==> src/rtl/packet_admit_dispatch_pkg.sv <==
// Shared packet type codes, traffic classes and dispatcher FSM encodings.
package pmd_pkg;

    localparam int DATA_W = 9;
    localparam int CTRL_W = 19;

    localparam logic [2:0] TYPE_TS_MAX = 3'd2;
    localparam logic [2:0] TYPE_RC_MIN = 3'd3;
    localparam logic [2:0] TYPE_RC_MAX = 3'd4;
    localparam logic [2:0] TYPE_BE     = 3'd5;
    localparam logic [2:0] TYPE_NMAC   = 3'd6;
    localparam logic [2:0] TYPE_RSV    = 3'd7;

    typedef enum logic [1:0] {
        ST_IDLE = 2'd0,
        ST_FWD  = 2'd1,
        ST_NMAC = 2'd2,
        ST_DISC = 2'd3
    } pmd_state_e;

    typedef enum logic [2:0] {
        CLS_TS,
        CLS_RC,
        CLS_BE,
        CLS_NMAC,
        CLS_RSV
    } pkt_class_e;

    function automatic pkt_class_e decode_type(input logic [2:0] t);
        if (t == TYPE_RSV)                          return CLS_RSV;
        if (t <= TYPE_TS_MAX)                       return CLS_TS;
        if (t >= TYPE_RC_MIN && t <= TYPE_RC_MAX)   return CLS_RC;
        if (t == TYPE_BE)                           return CLS_BE;
        if (t == TYPE_NMAC)                         return CLS_NMAC;
        return CLS_RSV;
    endfunction

endpackage

==> src/rtl/packet_admit_dispatch_if.sv <==
// Byte stream bundle: 9-bit data with delimiter, byte valid and packet control word.
interface pmd_stream_if;
    import pmd_pkg::*;

    logic [DATA_W-1:0] data;
    logic              wr;
    logic [CTRL_W-1:0] ctrl;

    modport master (output data, wr, ctrl);
    modport slave  (input  data, wr, ctrl);
endinterface

==> src/rtl/packet_admit_dispatch_occ.sv <==
// Per-flow in-flight TS packet counters with combinational lookup of one flow.
module flow_occupancy_table #(
    parameter int FLOW_NUM = 32,
    parameter int FLOW_W   = 5,
    parameter int CNT_W    = 4
) (
    input  logic              i_clk,
    input  logic              i_rst_n,
    input  logic              i_inc_wr,
    input  logic [FLOW_W-1:0] iv_inc_id,
    input  logic              i_rel_wr,
    input  logic [FLOW_W-1:0] iv_rel_id,
    input  logic [FLOW_W-1:0] iv_query_id,
    output logic [CNT_W-1:0]  ov_occ
);

    logic [CNT_W-1:0] r_occ [FLOW_NUM];

    assign ov_occ = r_occ[iv_query_id];

    // A release on an empty counter is dropped, so it cannot cancel a same-cycle increment.
    always_ff @(posedge i_clk) begin
        for (int i = 0; i < FLOW_NUM; i++) begin
            if (!i_rst_n) begin
                r_occ[i] <= '0;
            end else begin
                if ((i_inc_wr && iv_inc_id == FLOW_W'(i)) &&
                    !(i_rel_wr && iv_rel_id == FLOW_W'(i) && r_occ[i] != '0)) begin
                    r_occ[i] <= r_occ[i] + 1'b1;
                end else if (!(i_inc_wr && iv_inc_id == FLOW_W'(i)) &&
                             (i_rel_wr && iv_rel_id == FLOW_W'(i) && r_occ[i] != '0)) begin
                    r_occ[i] <= r_occ[i] - 1'b1;
                end
            end
        end
    end

endmodule

==> src/rtl/packet_admit_dispatch.sv <==
// Admits TS/RC/BE packets to the forward stream, diverts NMAC packets and drops the rest.
module packet_admit_dispatch
    import pmd_pkg::*;
#(
    parameter int FLOW_NUM = 32,
    parameter int FLOW_W   = 5,
    parameter int TS_LIMIT = 4,
    parameter int CNT_W    = 4,
    parameter int BUFID_W  = 9
) (
    input  logic                i_clk,
    input  logic                i_rst_n,
    pmd_stream_if.slave         i_pkt,
    input  logic [FLOW_NUM-1:0] iv_ts_enable,
    input  logic [BUFID_W-1:0]  iv_free_bufid_cnt,
    input  logic [BUFID_W-1:0]  iv_rc_threshold,
    input  logic [BUFID_W-1:0]  iv_be_threshold,
    input  logic                i_release_wr,
    input  logic [FLOW_W-1:0]   iv_release_flowid,
    pmd_stream_if.master        o_pkt,
    output logic [DATA_W-1:0]   ov_nmac_data,
    output logic                o_nmac_data_wr,
    output logic                o_pkt_cnt_pulse,
    output logic                o_pkt_discard_pulse,
    output logic                o_ts_overflow_error_pulse,
    output logic [FLOW_W-1:0]   ov_overflow_flowid,
    output logic [1:0]          ov_state
);

    pmd_state_e        r_state;
    logic              r_abort;
    logic [DATA_W-1:0] r_fwd_data_p1, r_nmac_data_p1;
    logic              r_fwd_wr_p1, r_nmac_wr_p1;
    logic [CTRL_W-1:0] r_ctrl_p1;
    logic              r_cnt_pulse, r_disc_pulse, r_ovf_pulse;
    logic [FLOW_W-1:0] r_ovf_id;

    logic              w_delim, w_head, w_tail, w_in_pkt;
    pkt_class_e        w_cls;
    logic [FLOW_W-1:0] w_flow;
    logic [CNT_W-1:0]  w_occ;
    logic              w_ts_en, w_ts_room, w_admit, w_ovf;
    logic              w_fwd_byte, w_nmac_byte;
    pmd_state_e        w_enter;

    assign w_delim  = i_pkt.wr && i_pkt.data[8];
    assign w_head   = (r_state == ST_IDLE) && !r_abort && w_delim;
    assign w_tail   = (r_state != ST_IDLE) && w_delim;
    assign w_in_pkt = (r_state != ST_IDLE) || r_abort;
    assign w_cls    = decode_type(i_pkt.ctrl[18:16]);
    assign w_flow   = i_pkt.ctrl[FLOW_W-1:0];
    assign w_ts_en  = iv_ts_enable[w_flow];
    assign w_ts_room = w_occ < CNT_W'(TS_LIMIT);

    always_comb begin
        w_admit = 1'b0;
        case (w_cls)
            CLS_TS:  w_admit = w_ts_en && w_ts_room;
            CLS_RC:  w_admit = iv_free_bufid_cnt > iv_rc_threshold;
            CLS_BE:  w_admit = iv_free_bufid_cnt > iv_be_threshold;
            default: w_admit = 1'b0;
        endcase
    end

    assign w_enter     = w_admit ? ST_FWD : ((w_cls == CLS_NMAC) ? ST_NMAC : ST_DISC);
    assign w_ovf       = w_head && (w_cls == CLS_TS) && w_ts_en && !w_ts_room;
    assign w_fwd_byte  = i_pkt.wr && ((w_head && w_enter == ST_FWD) || r_state == ST_FWD);
    assign w_nmac_byte = i_pkt.wr && ((w_head && w_enter == ST_NMAC) || r_state == ST_NMAC);

    flow_occupancy_table #(
        .FLOW_NUM (FLOW_NUM),
        .FLOW_W   (FLOW_W),
        .CNT_W    (CNT_W)
    ) u_occ (
        .i_clk       (i_clk),
        .i_rst_n     (i_rst_n),
        .i_inc_wr    (w_head && (w_cls == CLS_TS) && w_admit),
        .iv_inc_id   (w_flow),
        .i_rel_wr    (i_release_wr),
        .iv_rel_id   (iv_release_flowid),
        .iv_query_id (w_flow),
        .ov_occ      (w_occ)
    );

    // Reset keeps tracking packet boundaries so the tail of an aborted packet is not taken as a head.
    always_ff @(posedge i_clk) begin
        if (!i_rst_n) begin
            r_state        <= ST_IDLE;
            r_abort        <= w_in_pkt ? !w_delim : w_delim;
            r_fwd_data_p1  <= '0;
            r_fwd_wr_p1    <= 1'b0;
            r_nmac_data_p1 <= '0;
            r_nmac_wr_p1   <= 1'b0;
            r_ctrl_p1      <= '0;
            r_cnt_pulse    <= 1'b0;
            r_disc_pulse   <= 1'b0;
            r_ovf_pulse    <= 1'b0;
            r_ovf_id       <= '0;
        end else begin
            r_fwd_wr_p1  <= w_fwd_byte;
            r_nmac_wr_p1 <= w_nmac_byte;
            if (w_fwd_byte)  r_fwd_data_p1  <= i_pkt.data;
            if (w_nmac_byte) r_nmac_data_p1 <= i_pkt.data;
            if (w_head) begin
                r_state <= w_enter;
                if (w_admit) r_ctrl_p1 <= i_pkt.ctrl;
            end else if (w_tail) begin
                r_state <= ST_IDLE;
            end
            if (r_abort && w_delim) r_abort <= 1'b0;
            r_cnt_pulse  <= w_head;
            r_disc_pulse <= w_head && (w_enter == ST_DISC);
            r_ovf_pulse  <= w_ovf;
            if (w_ovf) r_ovf_id <= w_flow;
        end
    end

    assign o_pkt.data                = r_fwd_data_p1;
    assign o_pkt.wr                  = r_fwd_wr_p1;
    assign o_pkt.ctrl                = r_ctrl_p1;
    assign ov_nmac_data              = r_nmac_data_p1;
    assign o_nmac_data_wr            = r_nmac_wr_p1;
    assign o_pkt_cnt_pulse           = r_cnt_pulse;
    assign o_pkt_discard_pulse       = r_disc_pulse;
    assign o_ts_overflow_error_pulse = r_ovf_pulse;
    assign ov_overflow_flowid        = r_ovf_id;
    assign ov_state                  = r_state;

endmodule

==> src/flat_wrapper.sv <==
// flat-port wrapper written by rule: the top's interface ports become plain ports
module packet_admit_dispatch_flat import pmd_pkg::*;
#(
    parameter int FLOW_NUM = 32,
    parameter int FLOW_W   = 5,
    parameter int TS_LIMIT = 4,
    parameter int CNT_W    = 4,
    parameter int BUFID_W  = 9
)
  (i_clk, i_rst_n, iv_ts_enable, iv_free_bufid_cnt, iv_rc_threshold, iv_be_threshold, i_release_wr, iv_release_flowid, ov_nmac_data, o_nmac_data_wr, o_pkt_cnt_pulse, o_pkt_discard_pulse, o_ts_overflow_error_pulse, ov_overflow_flowid, ov_state, i_pkt_data, i_pkt_wr, i_pkt_ctrl, o_pkt_data, o_pkt_wr, o_pkt_ctrl);
  pmd_stream_if i_pkt_i ();
  pmd_stream_if o_pkt_i ();
  input  logic i_clk;
  input  logic i_rst_n;
  input  logic [FLOW_NUM-1:0] iv_ts_enable;
  input  logic [BUFID_W-1:0] iv_free_bufid_cnt;
  input  logic [BUFID_W-1:0] iv_rc_threshold;
  input  logic [BUFID_W-1:0] iv_be_threshold;
  input  logic i_release_wr;
  input  logic [FLOW_W-1:0] iv_release_flowid;
  output logic [DATA_W-1:0] ov_nmac_data;
  output logic o_nmac_data_wr;
  output logic o_pkt_cnt_pulse;
  output logic o_pkt_discard_pulse;
  output logic o_ts_overflow_error_pulse;
  output logic [FLOW_W-1:0] ov_overflow_flowid;
  output logic [1:0] ov_state;
  input wire logic [$bits(i_pkt_i.data)-1:0] i_pkt_data;
  input wire logic [$bits(i_pkt_i.wr)-1:0] i_pkt_wr;
  input wire logic [$bits(i_pkt_i.ctrl)-1:0] i_pkt_ctrl;
  output wire logic [$bits(o_pkt_i.data)-1:0] o_pkt_data;
  output wire logic [$bits(o_pkt_i.wr)-1:0] o_pkt_wr;
  output wire logic [$bits(o_pkt_i.ctrl)-1:0] o_pkt_ctrl;
  assign i_pkt_i.data = i_pkt_data;
  assign i_pkt_i.wr = i_pkt_wr;
  assign i_pkt_i.ctrl = i_pkt_ctrl;
  assign o_pkt_data = o_pkt_i.data;
  assign o_pkt_wr = o_pkt_i.wr;
  assign o_pkt_ctrl = o_pkt_i.ctrl;
  packet_admit_dispatch #(.FLOW_NUM(FLOW_NUM), .FLOW_W(FLOW_W), .TS_LIMIT(TS_LIMIT), .CNT_W(CNT_W), .BUFID_W(BUFID_W)) u_core (.i_clk(i_clk), .i_rst_n(i_rst_n), .i_pkt(i_pkt_i), .iv_ts_enable(iv_ts_enable), .iv_free_bufid_cnt(iv_free_bufid_cnt), .iv_rc_threshold(iv_rc_threshold), .iv_be_threshold(iv_be_threshold), .i_release_wr(i_release_wr), .iv_release_flowid(iv_release_flowid), .o_pkt(o_pkt_i), .ov_nmac_data(ov_nmac_data), .o_nmac_data_wr(o_nmac_data_wr), .o_pkt_cnt_pulse(o_pkt_cnt_pulse), .o_pkt_discard_pulse(o_pkt_discard_pulse), .o_ts_overflow_error_pulse(o_ts_overflow_error_pulse), .ov_overflow_flowid(ov_overflow_flowid), .ov_state(ov_state));
endmodule
==> config.mk <==
export PLATFORM = sky130hd
export DESIGN_NAME = packet_admit_dispatch_flat
export DESIGN_NICKNAME = d
export VERILOG_FILES = /design/src/rtl/packet_admit_dispatch_pkg.sv /design/src/rtl/packet_admit_dispatch_if.sv /design/src/rtl/packet_admit_dispatch_occ.sv /design/src/rtl/packet_admit_dispatch.sv /design/src/flat_wrapper.sv
export SDC_FILE = /design/constraint.sdc
export NUM_CORES = 1
export LEC_CHECK = 0
export CAP_MARGIN = 20
export CORE_ASPECT_RATIO = 1.75
export CORE_MARGIN = 2
export CORE_UTILIZATION = 51
export CTS_BUF_LIST = sky130_fd_sc_hd__clkbuf_16
export DETAILED_ROUTE_END_ITERATION = 16
export PLACE_DENSITY = 0.77
export SYNTH_ARGS = -nofsm -noshare
export SYNTH_HDL_FRONTEND = slang
export SYNTH_SLANG_ARGS = --single-unit
export TNS_END_PERCENT = 50
==> constraint.sdc <==
create_clock -name i_clk -period 3.9 [get_ports i_clk]
set_clock_uncertainty 0.15 [all_clocks]
set_input_delay 0.585 -clock i_clk [delete_from_list [all_inputs] [get_ports i_clk]]
set_output_delay 0.585 -clock i_clk [all_outputs]
set_load 0.05 [all_outputs]
==> flow_summary.yaml, run 1 <==
drt:
  length_of_the_first_detailed_routing_pass_in_iterations: 6
  antenna_left: 0
  vias: 10000
  wl_per_cell_um: 18.0
  drt-total-wl_um: 31300
  drc: 0
  detail_route.vias_per_cell: 5.79
  drt_iter0_drc: 722
finish:
  num-nets-final: 1603
  fin_util: 0.640
  antenna_diode_count: 0
  final_common_cell: "clkdlybuf4s50_1"
  multi_input_logic_area_um2: 6360
  layout_common_cells: "clkdlybuf4s50_1 (142), edfxtp_1 (129), nand2_1 (119), nor2_1 (106), inv_1 (87)"
  area_growth_pct: 23.6
  final_cell_area_um2: 14500
  n_fill_cell: 1905
  seq_area_um2: 4850
  post_route_cells_drive_above_1_share: 0.104
yosys:
  synth.distinct_cells: 60
  synthesis.yosys.warnings: 0
  synth_largest_area_cell: "edfxtp_1"
  ys_top_cells_by_area: "edfxtp_1 (33%), ha_1 (8.9%), dfxtp_1 (8.4%)"
  post-synth-top-area-fraction: 0.330
  netlist_instances: 1239
  synthFlopType: "edfxtp_1"
  synthesized_netlist_net_count: 1419
  ys_seq_area_frac: 0.414
  syn-cell-area_um2: 11700
  synth-edff-count: 129
  ys_seq_elements: 178
  syn-mean-instance-area_um2: 9.46
  synthArstFlopShare: 0
clocking:
  root_buffer: "clkbuf_16"
  cts.sink_count: 178
  cts_tree: "yes"
  worstSkewPairLatency_ns: 0.45
  number_of_buffers_created_by_cts: 17
  max-clock-path-buffers: 2
  cts-htree-levels: 4
  post-cts-setup-buffers: 0
  worst_setup_hold_path_clk_slew_ns: 0.07
flow_run:
  max_cap_viol_count: 0
power:
  sequentialPowerShare: 0.480
  p_switching_uw: 1210
  power.share.clock: 0.364
  power_report.internal_total_uw: 3280
  finalPower_uw: 4490
  power_leakage_uw: 0.00552
  share_comb_of_total_power: 0.155
  ir_drop_mv: 0.206
  power.density_nw_per_um2: 310
  power.share.switching: 0.270
sta:
  timing.setup.tns_ns: 0
  hold_violations: 0
  minimum_period_implied_by_the_final_worst_setup_slack_ns: 3.79
  worst_pin_slew_ns: 0.854
  timing.fmax_mhz: 264
  fin_worst_hold_slack_ns: 0.309
  finalSetupViolCount: 0
  timing_max_transition_violations_final: 0
  worst_slew_margin_rel: 0.431
  period_share: 0.972
placement:
  port-buffer-count: 144
  hpwlAfterDp_um: 23900
  detailed_place.area_um2: 13900
  place.gp.congestion: 0.970
die:
  chip_height_um: 205
  die_area_um2: 24300
  row_count: 73
  io_pins: 145
  core_area_um2: 22700
  initial_utilization: 0.517
  die_width_um: 119
hold_path:
  min_path_type: "register to register"
setup_path:
  worst_setup_path_start_kind: "input pin"
  end_kind: "register"
  arrival_ns: 3.94
  timing.critical_path.fanout_max: 4
  cp.required_ns: 4.05
  critical_path_class: "input pin to register"
global_routing:
  grt_overflow_total: 0
  antenna_found_initial: 1
  grt_start_max_net_pins: 79
  grt_pass1_wl_um: 50100
  first_global_vias: 9951
  global_route.usage.total: 0.263
run_status:
  run_status: "finished clean"
[power groups by stage]
stage               combinational, µW  clock [µW]  sequential, µW
finish                            698        1640            2160
global route                      757        1740            2160
CTS                               693        1660            2150
detailed placement                688           0            2200
global placement                  674           0            2190
floorplan                         379           0            2220
[cell usage after synthesis (all sizes together), types with 4 or more instances]
| cell type | n |
|---|---|
| nor4 | 22 |
| nor3b | 7 |
| and2 | 14 |
| mux2i | 74 |
| edfxtp | 129 |
| a211oi | 10 |
| inv | 89 |
| and4 | 4 |
| nand2 | 119 |
| or2 | 4 |
| nand2b | 7 |
| o21ai | 22 |
| and3 | 11 |
| ha | 83 |
| mux4 | 4 |
| nand4b | 5 |
| or3 | 28 |
| a21oi | 58 |
| a21o | 5 |
| nand4 | 12 |
| xnor2 | 57 |
| a211o | 4 |
| xor2 | 29 |
| nand3 | 62 |
| nand3b | 12 |
| clkbuf | 29 |
| a22oi | 6 |
| nor2 | 108 |
| a2111oi | 6 |
| nor3 | 91 |
| buf | 21 |
| dfxtp | 49 |
| nor2b | 19 |
| a31oi | 12 |
[critical path, stage by stage]
cell and delay, ns:
clkdlybuf4s50_1 0.49, buf_6 0.14, mux4_2 0.49, and2_1 0.17, o311a_1 0.33, a21oi_4 0.14, nor3b_2 0.07, or3_4 0.38
inv_2 0.07, ha_1 0.23, a21o_1 0.19, a21oi_2 0.14, xnor2_1 0.09, or3_1 0.31, a21oi_1 0.12
[routing by layer]
metal / track usage / routed length [µm]
met1: 0.285 / 11500
met2: 0.476 / 16500
met3: 0.0451 / 1570
met4: 0.153 / 1710
met5: 0 / 9
[worst paths after layout]
kind	endpoint	slack, ns	start	depth (start not counted)
worst max-delay path	u_core.u_occ.r_occ[16][3]$_SDFFCE_PN0P_	0.11	i_pkt_ctrl[1]	15
worst min-delay path	u_core.o_pkt.data[6]$_SDFFE_PN0P_	0.31	u_core.o_pkt.data[6]$_SDFFE_PN0P_	2
worst max register to register	u_core.u_occ.r_occ[16][3]$_SDFFCE_PN0P_	0.35	u_core.u_occ.r_occ[9][2]$_DFFE_PP_	14
worst min register to register	u_core.o_pkt.data[6]$_SDFFE_PN0P_	0.31	u_core.o_pkt.data[6]$_SDFFE_PN0P_	2
[registers in the layout (all words and copies together) (netlist names)]
name	count
u_core.ov_overflow_flowid	5
u_core.ov_nmac_data	9
u_core.o_nmac_data_wr	1
u_core.u_occ.r_occ	128
u_core.o_pkt.data	9
u_core.o_pkt.wr	1
u_core.o_pkt_cnt_pulse	1
u_core.o_pkt.ctrl	19
u_core.r_abort	1
u_core.o_ts_overflow_error_pulse	1
u_core.ov_state	2
u_core.o_pkt_discard_pulse	1
[kinds of logic (layout without fill, tap and decap cells)]
group,count (synthesis),in the layout,share of synthesized area
AO/OA/AOI/OAI,143,143,0.0774
flip-flops,178,178,0.414
buffers and inverters,139,336,0.0493
XOR/XNOR,86,86,0.0643
AND/OR/NAND/NOR,531,531,0.234
multiplexers,78,78,0.0709
adder cells (fa/ha/maj),84,84,0.0903
[final cells by class]
class | count | share of cell area
Multi-Input combinational cell | 922 | 0.439
Tap cell | 300 | 0.0259
Timing Repair Buffer | 215 | 0.139
Clock buffer | 19 | 0.0328
Inverter | 89 | 0.0232
Clock inverter | 13 | 0.00544
Sequential cell | 178 | 0.335
[timing repair]
item / 4_1_cts / 5_1_grt
hold buffers: 0 / 0
endpoints found under the hold margin: 0 / 0
resized for setup: 0 / 9
setup endpoints to repair: 0 / 1
[stage by stage]
stage          setup slack, ns  cells
5_1_grt                -0.0283   1736
6_report                 0.109   1736
2_1_floorplan          0.00772   1239
3_3_place_gp            -0.314   1704
3_5_place_dp            -0.362   1704
4_1_cts                  0.111   1736
Note: power is estimated with default switching activity, not from simulation.
==> run 2, diff against run 1 <==
CORE_ASPECT_RATIO = 0.75   (was 1.75)
clock period = 3.14 ns   (was 3.9 ns; I/O delays follow)
==> run 2 against run 1 <==
Effect of this change: the run now ends with setup timing left; critical path depth down 1; cell count is 6.5% higher; non-clock buffer count up 111.
==> flow_summary.yaml, run 2 (synthesis results as in run 1) <==
run_status:
  run_status: "finished with violations"
  violations: "setup timing"
drt:
  drc: 0
  vias: 10600
  detail_route.vias_per_cell: 5.74
  antenna_left: 0
  drt_iter0_drc: 815
  length_of_the_first_detailed_routing_pass_in_iterations: 6
  drt-total-wl_um: 33000
  wl_per_cell_um: 17.8
setup_path:
  cp.required_ns: 3.30
  critical_path.slowest_cell: "mux4_2"
  critical_path.top_delay_family: "simple AND/OR/NAND/NOR gates"
  arrival_ns: 3.57
  critical_path_class: "register to register"
  worst_setup_path_start_kind: "register"
  worstPathCellList: "nor2_4 -> mux4_2 -> and2_4 -> o311a_4 -> a21oi_4 -> nor3b_4 -> or3_4 -> inv_4 -> ha_4 -> a21o_1 -> a21oi_2 -> xnor2_1 -> or3_1 -> a21oi_2"
  timing.critical_path.fanout_max: 2
  critical_path.most_common_cell: "a21oi_2"
  end_kind: "register"
  critPathBufInv: 1
  crit_path_largest_cell_delay_ns: 0.46
die:
  die_width_um: 179
  initial_utilization: 0.515
  row_count: 48
  core_area_um2: 22800
  io_pins: 145
  chip_height_um: 135
  die_area_um2: 24200
finish:
  layout_common_cells: "buf_4 (175), clkdlybuf4s50_1 (139), edfxtp_1 (129), nand2_1 (119), nor2_1 (104)"
  area_growth_pct: 31.6
  flip_flop_count_of_the_largest_register_after_layout: 128
  post_route_cells_drive_above_1_share: 0.173
  fin_util: 0.678
  layout.cells.non_filler: 1849
  num-nets-final: 1714
  final_common_cell: "buf_4"
  max_flop_register: "u_core.u_occ.r_occ"
sta:
  worst_pin_slew_ns: 0.836
  worst_slew_margin_rel: 0.443
  finalSetupViolCount: 47
  rsz0062_at_grt: "yes"
  minimum_period_implied_by_the_final_worst_setup_slack_ns: 3.41
  layout_setup_ws_ns: -0.272
  hold_violations: 0
  period_share: 1.09
  timing_max_transition_violations_final: 0
  timing.fmax_mhz: 293
global_routing:
  grt_overflow_total: 0
  first_global_vias: 10500
  antenna_found_initial: 2
  global_route.usage.total: 0.280
  grt_pass1_wl_um: 52700
  grt_start_max_net_pins: 78
placement:
  port-buffer-count: 144
  place.gp.congestion: 0.941
  hpwlAfterDp_um: 24600
  numPlacedInstances: 1810
clocking:
  worst_setup_hold_path_clk_slew_ns: 0.07
  cts-htree-levels: 4
  cts_tree: "yes"
  root_buffer: "clkbuf_16"
  worstSkewPairLatency_ns: 0.45
  max-clock-path-buffers: 2
  number_of_buffers_created_by_cts: 17
  cts.sink_count: 178
power:
  power.density_nw_per_um2: 379
  power_leakage_uw: 0.00608
  ir_drop_mv: 0.343
hold_path:
  min_path_type: "input pin to register"
flow_run:
  max_cap_viol_count: 0
## run 2: cell count changes in the layout (fill, tap and decap cells not counted), sizes merged
cell           before  now
bufinv              0    1
inv                95   97
diode               0    2
clkbuf             19   20
buf                73  184
clkdlybuf4s50     142  139
clkinv              7    2
dlygate4sd2         0    2
clkinvlp            0    2
## run 2: final timing paths
| check | startpoint | endpoint | slack [ns] | cells past startpoint |
|---|---|---|---|---|
| max | u_core.u_occ.r_occ[11][3]$_DFFE_PP_ | u_core.u_occ.r_occ[16][3]$_SDFFCE_PN0P_ | -0.27 | 14 |
| min | i_rst_n | u_core.u_occ.r_occ[16][3]$_SDFFCE_PN0P_ | 0.26 | 3 |
| max reg2reg | u_core.u_occ.r_occ[11][3]$_DFFE_PP_ | u_core.u_occ.r_occ[16][3]$_SDFFCE_PN0P_ | -0.27 | 14 |
| min reg2reg | u_core.o_pkt.data[7]$_SDFFE_PN0P_ | u_core.o_pkt.data[7]$_SDFFE_PN0P_ | 0.31 | 2 |
## run 2: per-stage QoR
stage                     setup WS [ns]  setup TNS [ns]  instance area, µm²  total power (µW)  hold slack [ns]
after floorplan                  -0.545          -0.954               11800              3230            0.399
after detailed placement          -1.05         -182.82               14700              3670            0.298
after global placement            -1.02         -173.39               14700              3640            0.292
final                            -0.272           -1.62               15400              5850            0.265
after global routing             -0.344          -12.86               15400              6040            0.287
after CTS                        -0.286           -1.60               15400              5850            0.269
## run 2: cell type report
cell class                 instances  area (µm²)
timing repair buffer             326        2850
clock buffer                      19         475
clock inverter                    13         118
sequential                       178        4850
inverter                          89         339
multi-input combinational        922        6410
antenna                            2        5.00
tap                              300         375
fill                            1752        7340
## run 2: worst reg2reg max path, cell delays in order (launching register included)
cell	delay, ns
edfxtp_1	0.40
nor2_4	0.07
mux4_2	0.46
and2_4	0.17
o311a_4	0.31
a21oi_4	0.18
nor3b_4	0.07
or3_4	0.35
inv_4	0.08
ha_4	0.19
a21o_1	0.16
a21oi_2	0.14
xnor2_1	0.09
or3_1	0.32
a21oi_2	0.13
## run 2: report_power, final
part	switching, µW	leakage [µW]	internal (µW)
Combinational	537	0.00406	445
Clock	1000	0.000293	1200
Sequential	70.1	0.00173	2600
## run 2: metal layers
metal / GRT usage / wire length (µm) / up-vias
met2: 0.440 / 14700 / 464
met3: 0.0780 / 3330 / 64
met1: 0.378 / 14300 / 5057
met4: 0.0831 / 650 / 0
li1: - / - / 5029
met5: 0 / 0 / -
## run 2: timing repair
action                                  in CTS  in global routing
hold buffers                                 0                  0
pin swaps                                    2                  3
resized for setup                           16                  8
hold endpoints to repair                     0                  0
gates cloned                                 1                  0
buffers inserted                             2                  2
endpoints found under the setup margin     284                233
